==> config.mk <==
export PLATFORM = sky130hd
export DESIGN_NAME = mdio_sched
export DESIGN_NICKNAME = d
export VERILOG_FILES = /design/src/rtl/mdio_sched.sv
export SDC_FILE = /design/constraint.sdc
export NUM_CORES = 1
export LEC_CHECK = 0
export CAP_MARGIN = 20
export CORE_ASPECT_RATIO = 0.6
export CORE_UTILIZATION = 40
export CTS_BUF_LIST = sky130_fd_sc_hd__clkbuf_2
export DETAILED_ROUTE_END_ITERATION = 6
export DONT_BUFFER_PORTS = 1
export GPL_TIMING_DRIVEN = 0
export PLACE_DENSITY = 0.63
export SLEW_MARGIN = 15
export SYNTH_ARGS = -nofsm -noshare
export SYNTH_HDL_FRONTEND = slang
export SYNTH_SLANG_ARGS = --single-unit
==> constraint.sdc <==
create_clock -name wb_clk -period 4.5 [get_ports wb_clk]
set_input_delay 0.9 -clock wb_clk [delete_from_list [all_inputs] [get_ports wb_clk]]
set_output_delay 0.9 -clock wb_clk [all_outputs]
set_load 0.1 [all_outputs]
==> src/rtl/mdio_sched.sv <==
// Arbitrates host MDIO transactions against a periodic link-status poll and
// sequences each one onto a strobe/clear MDIO master with a timeout.
module mdio_sched #(
  parameter int         POLL_PERIOD = 1000000,
  parameter int         TIMEOUT     = 65535,
  parameter logic [4:0] POLL_REG    = 5'd1
) (
  input  logic        wb_clk,
  input  logic        wb_rst,
  input  logic        host_req,
  input  logic        host_we,
  input  logic [4:0]  host_reg,
  input  logic [15:0] host_wdata,
  output logic        host_ack,
  output logic [15:0] host_rdata,
  output logic        host_err,
  input  logic        poll_en,
  output logic [15:0] link_status,
  output logic        link_chg,
  output logic        mdio_rd,
  output logic        mdio_wr,
  output logic [4:0]  mdio_reg,
  output logic [15:0] mdio_wdata,
  input  logic [15:0] mdio_rdata,
  input  logic        mdio_vld,
  input  logic        mdio_clr_rd,
  input  logic        mdio_clr_wr,
  input  logic        mdio_busy,
  output logic [1:0]  dbg_state
);

  // Handshakes: host_req is a level held until the one-cycle host_ack; operands
  // are taken on the grant edge. Toward the MDIO master, mdio_rd/mdio_wr is a
  // level held until the matching mdio_clr_* is seen in WAIT; mdio_vld marks
  // read data in WAIT. Clears and vld arriving in any other state are ignored.

  localparam int PW = (POLL_PERIOD > 1) ? $clog2(POLL_PERIOD) : 1;
  localparam int TW = (TIMEOUT > 1) ? $clog2(TIMEOUT + 1) : 1;
  localparam logic [PW-1:0] POLL_LAST = PW'(POLL_PERIOD - 1);
  localparam logic [TW-1:0] TMO_LAST  = TW'(TIMEOUT - 1);

  typedef enum logic [1:0] {S_IDLE, S_ISSUE, S_WAIT, S_DONE} state_t;

  state_t        state_q, state_d;
  logic [PW-1:0] timer_q;
  logic          poll_pend_q;
  logic          rr_poll_q;
  logic          owner_poll_q;
  logic          op_we_q;
  logic [4:0]    mdio_reg_q;
  logic [15:0]   mdio_wdata_q;
  logic          mdio_rd_q, mdio_wr_q;
  logic [TW-1:0] tmo_cnt_q;
  logic          tmo_flag_q;
  logic [15:0]   rdata_cap_q;
  logic [15:0]   host_rdata_q;
  logic [15:0]   link_status_q;

  logic grant, grant_poll, clr_match, tmo_hit;

  assign clr_match = op_we_q ? mdio_clr_wr : mdio_clr_rd;
  assign tmo_hit   = (tmo_cnt_q == TMO_LAST);

  // State register
  always_ff @(posedge wb_clk or posedge wb_rst) begin
    if (wb_rst) state_q <= S_IDLE;
    else        state_q <= state_d;
  end

  // Next-state and arbitration
  always_comb begin
    state_d    = state_q;
    grant      = 1'b0;
    grant_poll = 1'b0;
    case (state_q)
      S_IDLE: begin
        if (!mdio_busy && (host_req || poll_pend_q)) begin
          grant      = 1'b1;
          grant_poll = poll_pend_q && (!host_req || rr_poll_q);
          state_d    = S_ISSUE;
        end
      end
      S_ISSUE: state_d = S_WAIT;
      S_WAIT:  if (clr_match || tmo_hit) state_d = S_DONE;
      S_DONE:  state_d = S_IDLE;
      default: state_d = S_IDLE;
    endcase
  end

  // Outputs decoded from state
  always_comb begin
    host_ack  = (state_q == S_DONE) && !owner_poll_q;
    host_err  = (state_q == S_DONE) && !owner_poll_q && tmo_flag_q;
    link_chg  = (state_q == S_DONE) && owner_poll_q && !tmo_flag_q &&
                (rdata_cap_q != link_status_q);
    dbg_state = state_q;
  end

  always_ff @(posedge wb_clk or posedge wb_rst) begin
    if (wb_rst) begin
      timer_q       <= '0;
      poll_pend_q   <= 1'b0;
      rr_poll_q     <= 1'b0;
      owner_poll_q  <= 1'b0;
      op_we_q       <= 1'b0;
      mdio_reg_q    <= '0;
      mdio_wdata_q  <= '0;
      mdio_rd_q     <= 1'b0;
      mdio_wr_q     <= 1'b0;
      tmo_cnt_q     <= '0;
      tmo_flag_q    <= 1'b0;
      rdata_cap_q   <= '0;
      host_rdata_q  <= '0;
      link_status_q <= '0;
    end else begin
      // A wrap on the same edge as a poll grant re-arms the single pending slot.
      if (!poll_en) begin
        timer_q     <= '0;
        poll_pend_q <= 1'b0;
      end else begin
        timer_q <= (timer_q == POLL_LAST) ? '0 : timer_q + 1'b1;
        if (timer_q == POLL_LAST)     poll_pend_q <= 1'b1;
        else if (grant && grant_poll) poll_pend_q <= 1'b0;
      end

      if (grant) begin
        owner_poll_q <= grant_poll;
        rr_poll_q    <= !grant_poll;
        op_we_q      <= grant_poll ? 1'b0 : host_we;
        mdio_reg_q   <= grant_poll ? POLL_REG : host_reg;
        if (!grant_poll) mdio_wdata_q <= host_wdata;
      end

      case (state_q)
        S_ISSUE: begin
          mdio_rd_q  <= !op_we_q;
          mdio_wr_q  <= op_we_q;
          tmo_cnt_q  <= '0;
          tmo_flag_q <= 1'b0;
        end
        S_WAIT: begin
          if (mdio_vld && !op_we_q) rdata_cap_q <= mdio_rdata;
          if (clr_match) begin
            mdio_rd_q <= 1'b0;
            mdio_wr_q <= 1'b0;
            if (!owner_poll_q && !op_we_q)
              host_rdata_q <= (mdio_vld ? mdio_rdata : rdata_cap_q);
          end else if (tmo_hit) begin
            mdio_rd_q  <= 1'b0;
            mdio_wr_q  <= 1'b0;
            tmo_flag_q <= 1'b1;
          end else begin
            tmo_cnt_q <= tmo_cnt_q + 1'b1;
          end
        end
        S_DONE: begin
          if (owner_poll_q && !tmo_flag_q) link_status_q <= rdata_cap_q;
        end
        default: ;
      endcase
    end
  end

  assign mdio_rd     = mdio_rd_q;
  assign mdio_wr     = mdio_wr_q;
  assign mdio_reg    = mdio_reg_q;
  assign mdio_wdata  = mdio_wdata_q;
  assign host_rdata  = host_rdata_q;
  assign link_status = link_status_q;

endmodule

==> key figures, run 1 <==
CTS
  – Post-CTS Setup Inserts: 0
  – H-tree levels: 4
  – Clock buffer depth: 2
  – Root Buffer: clkbuf_2
  – Clk pin slew, worst setup/hold paths: 0.18 ns
  – Clock Sinks: 114
  – Clock latency on the worst-skew pair: 0.65 ns
  – CTS buffer count: 17
  – CTS tree: yes

Global routing
  – First-pass GRT wire length: 20200 um
  – Grt ovf: 0
  – Vias in the first global route: 3831
  – Initial antenna violation count: 0
  – Total GRT Usage: 19.1%
  – Largest net degree at the start of global routing: 75

Timing
  – Max transition margin: 28.5%
  – Hold Vio Cnt, Final: 0
  – Setup Skew: 0.0366 ns
  – Max Clk Rate: 0.233 GHz
  – Tcrit/Tclk final: 95.5%
  – Setup-failing EPs final: 0
  – Final Critical Period: 4.30 ns
  – Final Slew Violations: 0
  – Worst Max-Slew Pin Slew: 1.06 ns
  – RSZ-0062 raised after global routing: no

Finish
  – FILL cells: 1184
  – Synth-to-Final Area Change: 10.3%
  – # diodes: 0
  – Fin util: 45.5%
  – Share of cells above drive strength 1: 18.0%
  – Max reg flops: 20
  – Biggest register: timer_q
  – # nets final: 549

Critical path
  – Critical Path Start Type: flop
  – Worst setup EP type: output pin
  – Worst path depth: 4
  – Worst path bufs/invs: 1
  – Critical Path Sink: link_chg
  – R2R setup slack: 1.16 ns
  – Slowest-stage cell, CP: dfrtp_1
  – Top delay family on crit path: flip-flops
  – Slowest stage delay, CP: 1.02 ns
  – Worst Path Arrival: 3.40 ns
  – Crit Reg-Reg Endpoint: host_rdata[4]$_DFFE_PP0P_
  – Worst setup path startpoint: dbg_state[1]$_DFFE_PP0P_
  – Critical Path RT: 3.60 ns
  – Worst R2R Path Depth: 6
  – CP Cell Sequence: ha_1, nand3b_1, clkbuf_1, nor2_4
  – Setup CP Type: reg -> out
  – FF-to-FF Start: dbg_state[1]$_DFFE_PP0P_
  – CP Max Fanout: 10

Yosys
  – Yosys reg bits: 114
  – Leading post-synthesis cells by cell area: dfrtp_1 54%, mux2_2 10%, xnor2_1 4.3%
  – Post-Synth Adder-Cell Area: 1.41%
  – Cell variety after synth: 43
  – Yosys top cell by area: dfrtp_1
  – Mapped Cells: 475
  – Compound-Gate Fraction of Synth Area: 9.93%
  – Synth Warn #: 0
  – Post-Syn Area: 5320 um2
  – Top-area cell type share of the netlist area: 53.6%
  – Largest family of logic cells by synthesized area: multiplexers
  – Synthesized Nets: 527
  – Post-synthesis mux area share: 14.0%
  – Simple-gate share of the synthesized area: 13.5%
  – Register area share after synthesis: 53.6%
  – Synth Area per Inst: 11.2 um2
  – Post-synthesis xor/xnor area fraction: 4.61%

Min path
  – Worst hold path type: in -> async

Detailed routing
  – First-pass iteration count of the detailed router: 5
  – Routed vias/inst: 5.71
  – Remaining DRCs: 0
  – Final wirelength: 12400 um
  – DR vias: 3884
  – Post-route ant nets: 0
  – Wire length per cell: 18.2 um
  – Initial drt markers: 340

Floorplanning
  – Core Box Area: 12900 um2
  – Initial core utilization: 41.2%
  – DIE AREA: 13800 um2
  – Rows: 32
  – DIE WIDTH: 151 um
  – I/O pin count: 106
  – DIE HEIGHT: 91.3 um

Job
  – Max-cap viol count: 0

Place
  – Port Buffer Count: 0
  – HPWL after detailed placement: 8920 um
  – Gp weighted congestion: 0.902

Status
  – Outcome: finished, final reports clean
## through the flow
step           instance area [um2]  hold slack (ns)  setup TNS (ns)  instances  setup slack [ns]
2_1_floorplan                 5320            0.455               0        475            0.0659
3_3_place_gp                  5530            0.473          -60.34        645            -0.535
3_5_place_dp                  5600            0.481               0        648             0.514
4_1_cts                       5860           0.0580               0        680             0.103
5_1_grt                       5860           0.0544               0        680           0.00291
6_report                      5860            0.102               0        680             0.203
## synth_stat cells
library cell and count:
clkbuf_2 1, nand3_2 1, a22o_1 5, or3_1 5, o31ai_1 3, o21a_1 1
nand4_1 12, nand3_1 22, nor2b_1 2, and4_1 4, nor4b_1 2, a211oi_1 1
a31oi_1 17, a41oi_1 3, a21oi_1 26, a22oi_1 1, xnor2_1 26, nand3b_1 3
buf_2 6, o221ai_1 2, o41ai_4 1, o21ai_0 11, nor3_1 4, nor2_1 41
nor4_1 7, and2_1 2, and3_2 1, xor2_1 2, nand2_1 20, o41a_1 1
mux2i_1 19, a21boi_0 1, dfrtp_1 114, or3b_2 1, clkbuf_1 15, and3_1 5
or4_1 7, ha_1 6, inv_1 17, a21o_1 2, o211ai_1 4, o22ai_1 2
mux2_2 49
## metal layers
layer  part of all wire, %  GRT usage [%]  vias to the layer above
met2                    44           26.9                      178
met4                  0.82           5.92                        0
met3                   9.0           6.18                       11
met1                    46           27.6                     1926
met5                     0              0                        -
li1                      -              -                     1769
## placed cells by master (no fill, tap or decap), types with 6 or more instances in the layout
cell type	instances
a21oi_1	26
a31oi_1	17
buf_2	6
clkbuf_1	15
clkbuf_2	19
dfrtp_1	114
ha_1	6
inv_1	16
mux2_2	49
mux2i_1	19
nand2_1	20
nand3_1	22
nand4_1	12
nor2_1	40
nor4_1	7
o21ai_0	11
or4_1	7
xnor2_1	26
## repair_timing
item                                   in CTS  in global routing
endpoints found under the hold margin       0                  0
hold buffers                                0                  0
setup endpoints to repair                   1                  0
resized for setup                           1                  0
## cell families after synthesis
family / count (synthesis)
mux: 68
simple gates: 139
compound gates: 81
xor+xnor: 28
fa+ha+maj: 6
flops: 114
buf+inv: 39
## worst min-delay path by stage
stage / start / to / slack [ns] / depth (start not counted)
after global routing: wb_rst / timer_q[14]$_DFF_PP0_ / 0.05 / 1
after detailed placement: timer_q[0]$_DFF_PP0_ / timer_q[0]$_DFF_PP0_ / 0.48 / 1
after floorplan: timer_q[0]$_DFF_PP0_ / timer_q[0]$_DFF_PP0_ / 0.45 / 1
final: wb_rst / timer_q[9]$_DFF_PP0_ / 0.10 / 1
after global placement: timer_q[0]$_DFF_PP0_ / timer_q[0]$_DFF_PP0_ / 0.47 / 1
after CTS: wb_rst / timer_q[9]$_DFF_PP0_ / 0.06 / 1
## layout make-up
type,count,area [um2],area share [%]
plain buffers,22,91.3,1.56
clock buffers,18,90.1,1.54
clock inverters,14,169,2.88
inverters,17,68.8,1.17
multi-input cells,322,2320,39.6
flip-flops and latches,114,2850,48.7
well taps,170,213,3.63
repair buffers,3,58.8,1.00
Power of run 1 is not shown: default switching activity piles up to over one toggle a cycle in this logic, so the estimate is an artifact.
==> run 2: changes to the inputs <==
--- a/config.mk
+++ b/config.mk
@@ -8,10 +8,11 @@
 export CAP_MARGIN = 20
 export CORE_ASPECT_RATIO = 0.6
 export CORE_UTILIZATION = 40
-export CTS_BUF_LIST = sky130_fd_sc_hd__clkbuf_2
+export CTS_BUF_LIST = sky130_fd_sc_hd__clkbuf_8
 export DETAILED_ROUTE_END_ITERATION = 6
 export DONT_BUFFER_PORTS = 1
 export GPL_TIMING_DRIVEN = 0
+export HOLD_SLACK_MARGIN = 0.06
 export PLACE_DENSITY = 0.63
 export SLEW_MARGIN = 15
 export SYNTH_ARGS = -nofsm -noshare
==> run 2 against run 1 <==
Maximum frequency rose by 5.0%. Cell area rose by 3.4%. Utilization rose by 1.5 points. Flip-flop and latch count did not move. Worst setup slack improved by 0.21 ns. Via count rose by 0.67%.
==> key figures, run 2 (same netlist as run 1, synthesis figures left out) <==
Global routing
  – Largest net degree at the start of global routing: 75 (unchanged)
  – First-pass GRT wire length: 20300 um (+0.41%)
  – Vias in the first global route: 3862 (+0.81%)
  – Grt ovf: 0 (unchanged)
  – Total GRT Usage: 19.3% (+0.18 points)
  – Initial antenna violation count: 0 (unchanged)

CTS
  – CTS tree: yes
  – Clock latency on the worst-skew pair: 0.42 ns (-0.23 ns)
  – Clock buffer depth: 2 (unchanged)
  – Clk pin slew, worst setup/hold paths: 0.07 ns (-0.11 ns)
  – H-tree levels: 4 (unchanged)
  – Clock Sinks: 114 (unchanged)
  – CTS buffer count: 17 (unchanged)
  – Root Buffer: clkbuf_8

Timing
  – Worst Max-Slew Pin Slew: 1.05 ns (-0.00726 ns)
  – Hold Vio Cnt, Final: 0 (unchanged)
  – Final Critical Period: 4.09 ns (-0.206 ns)
  – Final WS setup: 0.409 ns (+0.206 ns)
  – Max Clk Rate: 0.244 GHz (+5.0%)
  – Tcrit/Tclk final: 90.9% (-4.6 points)
  – RSZ-0062 raised after global routing: no
  – Setup Skew: 0.0129 ns (-0.0237 ns)
  – Setup-failing EPs final: 0 (unchanged)
  – Final Slew Violations: 0 (unchanged)
  – Max transition margin: 29.0% (+0.49 points)

Place
  – Pre-CTS setup slack: 0.514 ns (unchanged)
  – HPWL after detailed placement: 8920 um (unchanged)
  – Port Buffer Count: 0 (unchanged)
  – Placed Area: 5600 um2 (unchanged)
  – Gp weighted congestion: 0.902 (unchanged)

Finish
  – Biggest register: timer_q
  – # diodes: 0 (unchanged)
  – # nets final: 549 (unchanged)
  – Max reg flops: 20 (unchanged)
  – Share of cells above drive strength 1: 18.8% (+0.78 points)
  – Fin util: 47.0% (+1.5 points)
  – Synth-to-Final Area Change: 14.0%
  – Post-route cell area: 6060 um2 (+3.4%)
  – Commonest non-fill, non-tap cell in the layout: dfrtp_1
  – Commonest non-fill, non-tap cells in the layout: 114 x dfrtp_1, 49 x mux2_2, 40 x nor2_1, 26 x a21oi_1, 26 x xnor2_1

Critical path
  – Critical Path RT: 3.60 ns (about the same)
  – CP Max Fanout: 10 (unchanged)
  – Worst Path Arrival: 3.19 ns (-0.21 ns)
  – Critical Path Start Type: flop
  – Worst setup EP type: output pin
  – Setup CP Type: reg -> out

Detailed routing
  – Initial drt markers: 330 (-2.9%)
  – Post-route ant nets: 0 (unchanged)
  – DR vias: 3910 (+0.67%)
  – Final wirelength: 12600 um (+1.4%)
  – Wire length per cell: 18.5 um (+1.4%)
  – Routed vias/inst: 5.75 (+0.67%)
  – First-pass iteration count of the detailed router: 5 (unchanged)
  – Remaining DRCs: 0 (unchanged)

Min path
  – Worst hold path type: in -> async

Floorplanning
  – Core Box Area: 12900 um2 (unchanged)
  – Initial core utilization: 41.2% (unchanged)
  – DIE AREA: 13800 um2 (unchanged)
  – DIE WIDTH: 151 um (unchanged)
  – I/O pin count: 106 (unchanged)
  – Rows: 32 (unchanged)
  – DIE HEIGHT: 91.3 um (unchanged)

Status
  – Outcome: finished, final reports clean

Job
  – Max-cap viol count: 0 (unchanged)
## run 2: changes by cell type in the layout (fill, tap and decap cells not counted), sizes merged
| cell | before | now |
|---|---|---|
| clkinv | 8 | 3 |
| inv | 17 | 18 |
| clkbuf | 34 | 38 |
## run 2: layout make-up
class,instances,area (um2)
clock inverters,10,154
clock buffers,22,303
inverters,17,68.8
multi-input cells,322,2320
flip-flops and latches,114,2850
repair buffers,3,58.8
well taps,170,213
plain buffers,22,91.3
fillers,1164,6830
## run 2: critical path, cell delays in order (launching register included)
cell,delay (ns)
dfrtp_1,0.99
ha_1,0.31
nand3b_1,0.38
clkbuf_1,0.46
nor2_4,0.62
## run 2: worst paths after layout
kind                                                from                          end  cells after the start  slack [ns]
min in group wb_clk                 timer_q[0]$_DFF_PP0_         timer_q[0]$_DFF_PP0_                      1        0.49
worst max register to register  dbg_state[1]$_DFFE_PP0P_   host_rdata[12]$_DFFE_PP0P_                      6        1.17
max in group asynchronous                         wb_rst  rdata_cap_q[15]$_DFFE_PP0P_                      2        3.50
worst min-delay path                              wb_rst      mdio_reg[0]$_DFFE_PP0N_                      1        0.34
worst min register to register      timer_q[0]$_DFF_PP0_         timer_q[0]$_DFF_PP0_                      1        0.49
worst max-delay path            dbg_state[1]$_DFFE_PP0P_                     link_chg                      4        0.41
## run 2: metrics by stage
step / hold WS [ns] / instances / setup TNS [ns]
6_report: 0.337 / 680 / 0
5_1_grt: 0.347 / 680 / 0
4_1_cts: 0.337 / 680 / 0
3_5_place_dp: 0.481 / 648 / 0
3_3_place_gp: 0.473 / 645 / -60.34
2_1_floorplan: 0.455 / 475 / 0
## run 2: repair_timing
action                                  CTS  global route
buffers inserted                          0             0
hold buffers                              0             0
gates resized for setup                   0             1
endpoints found under the setup margin    0             1
## run 2: layer usage
metal	up-vias	global-route usage (%)	part of all wire, %
met5	-	0	0
met4	0	6.50	1.1
met3	19	6.18	8.8
met2	174	27.3	44
met1	1947	27.6	46
li1	1770	-	-
Power of run 2 is left out for the same reason.
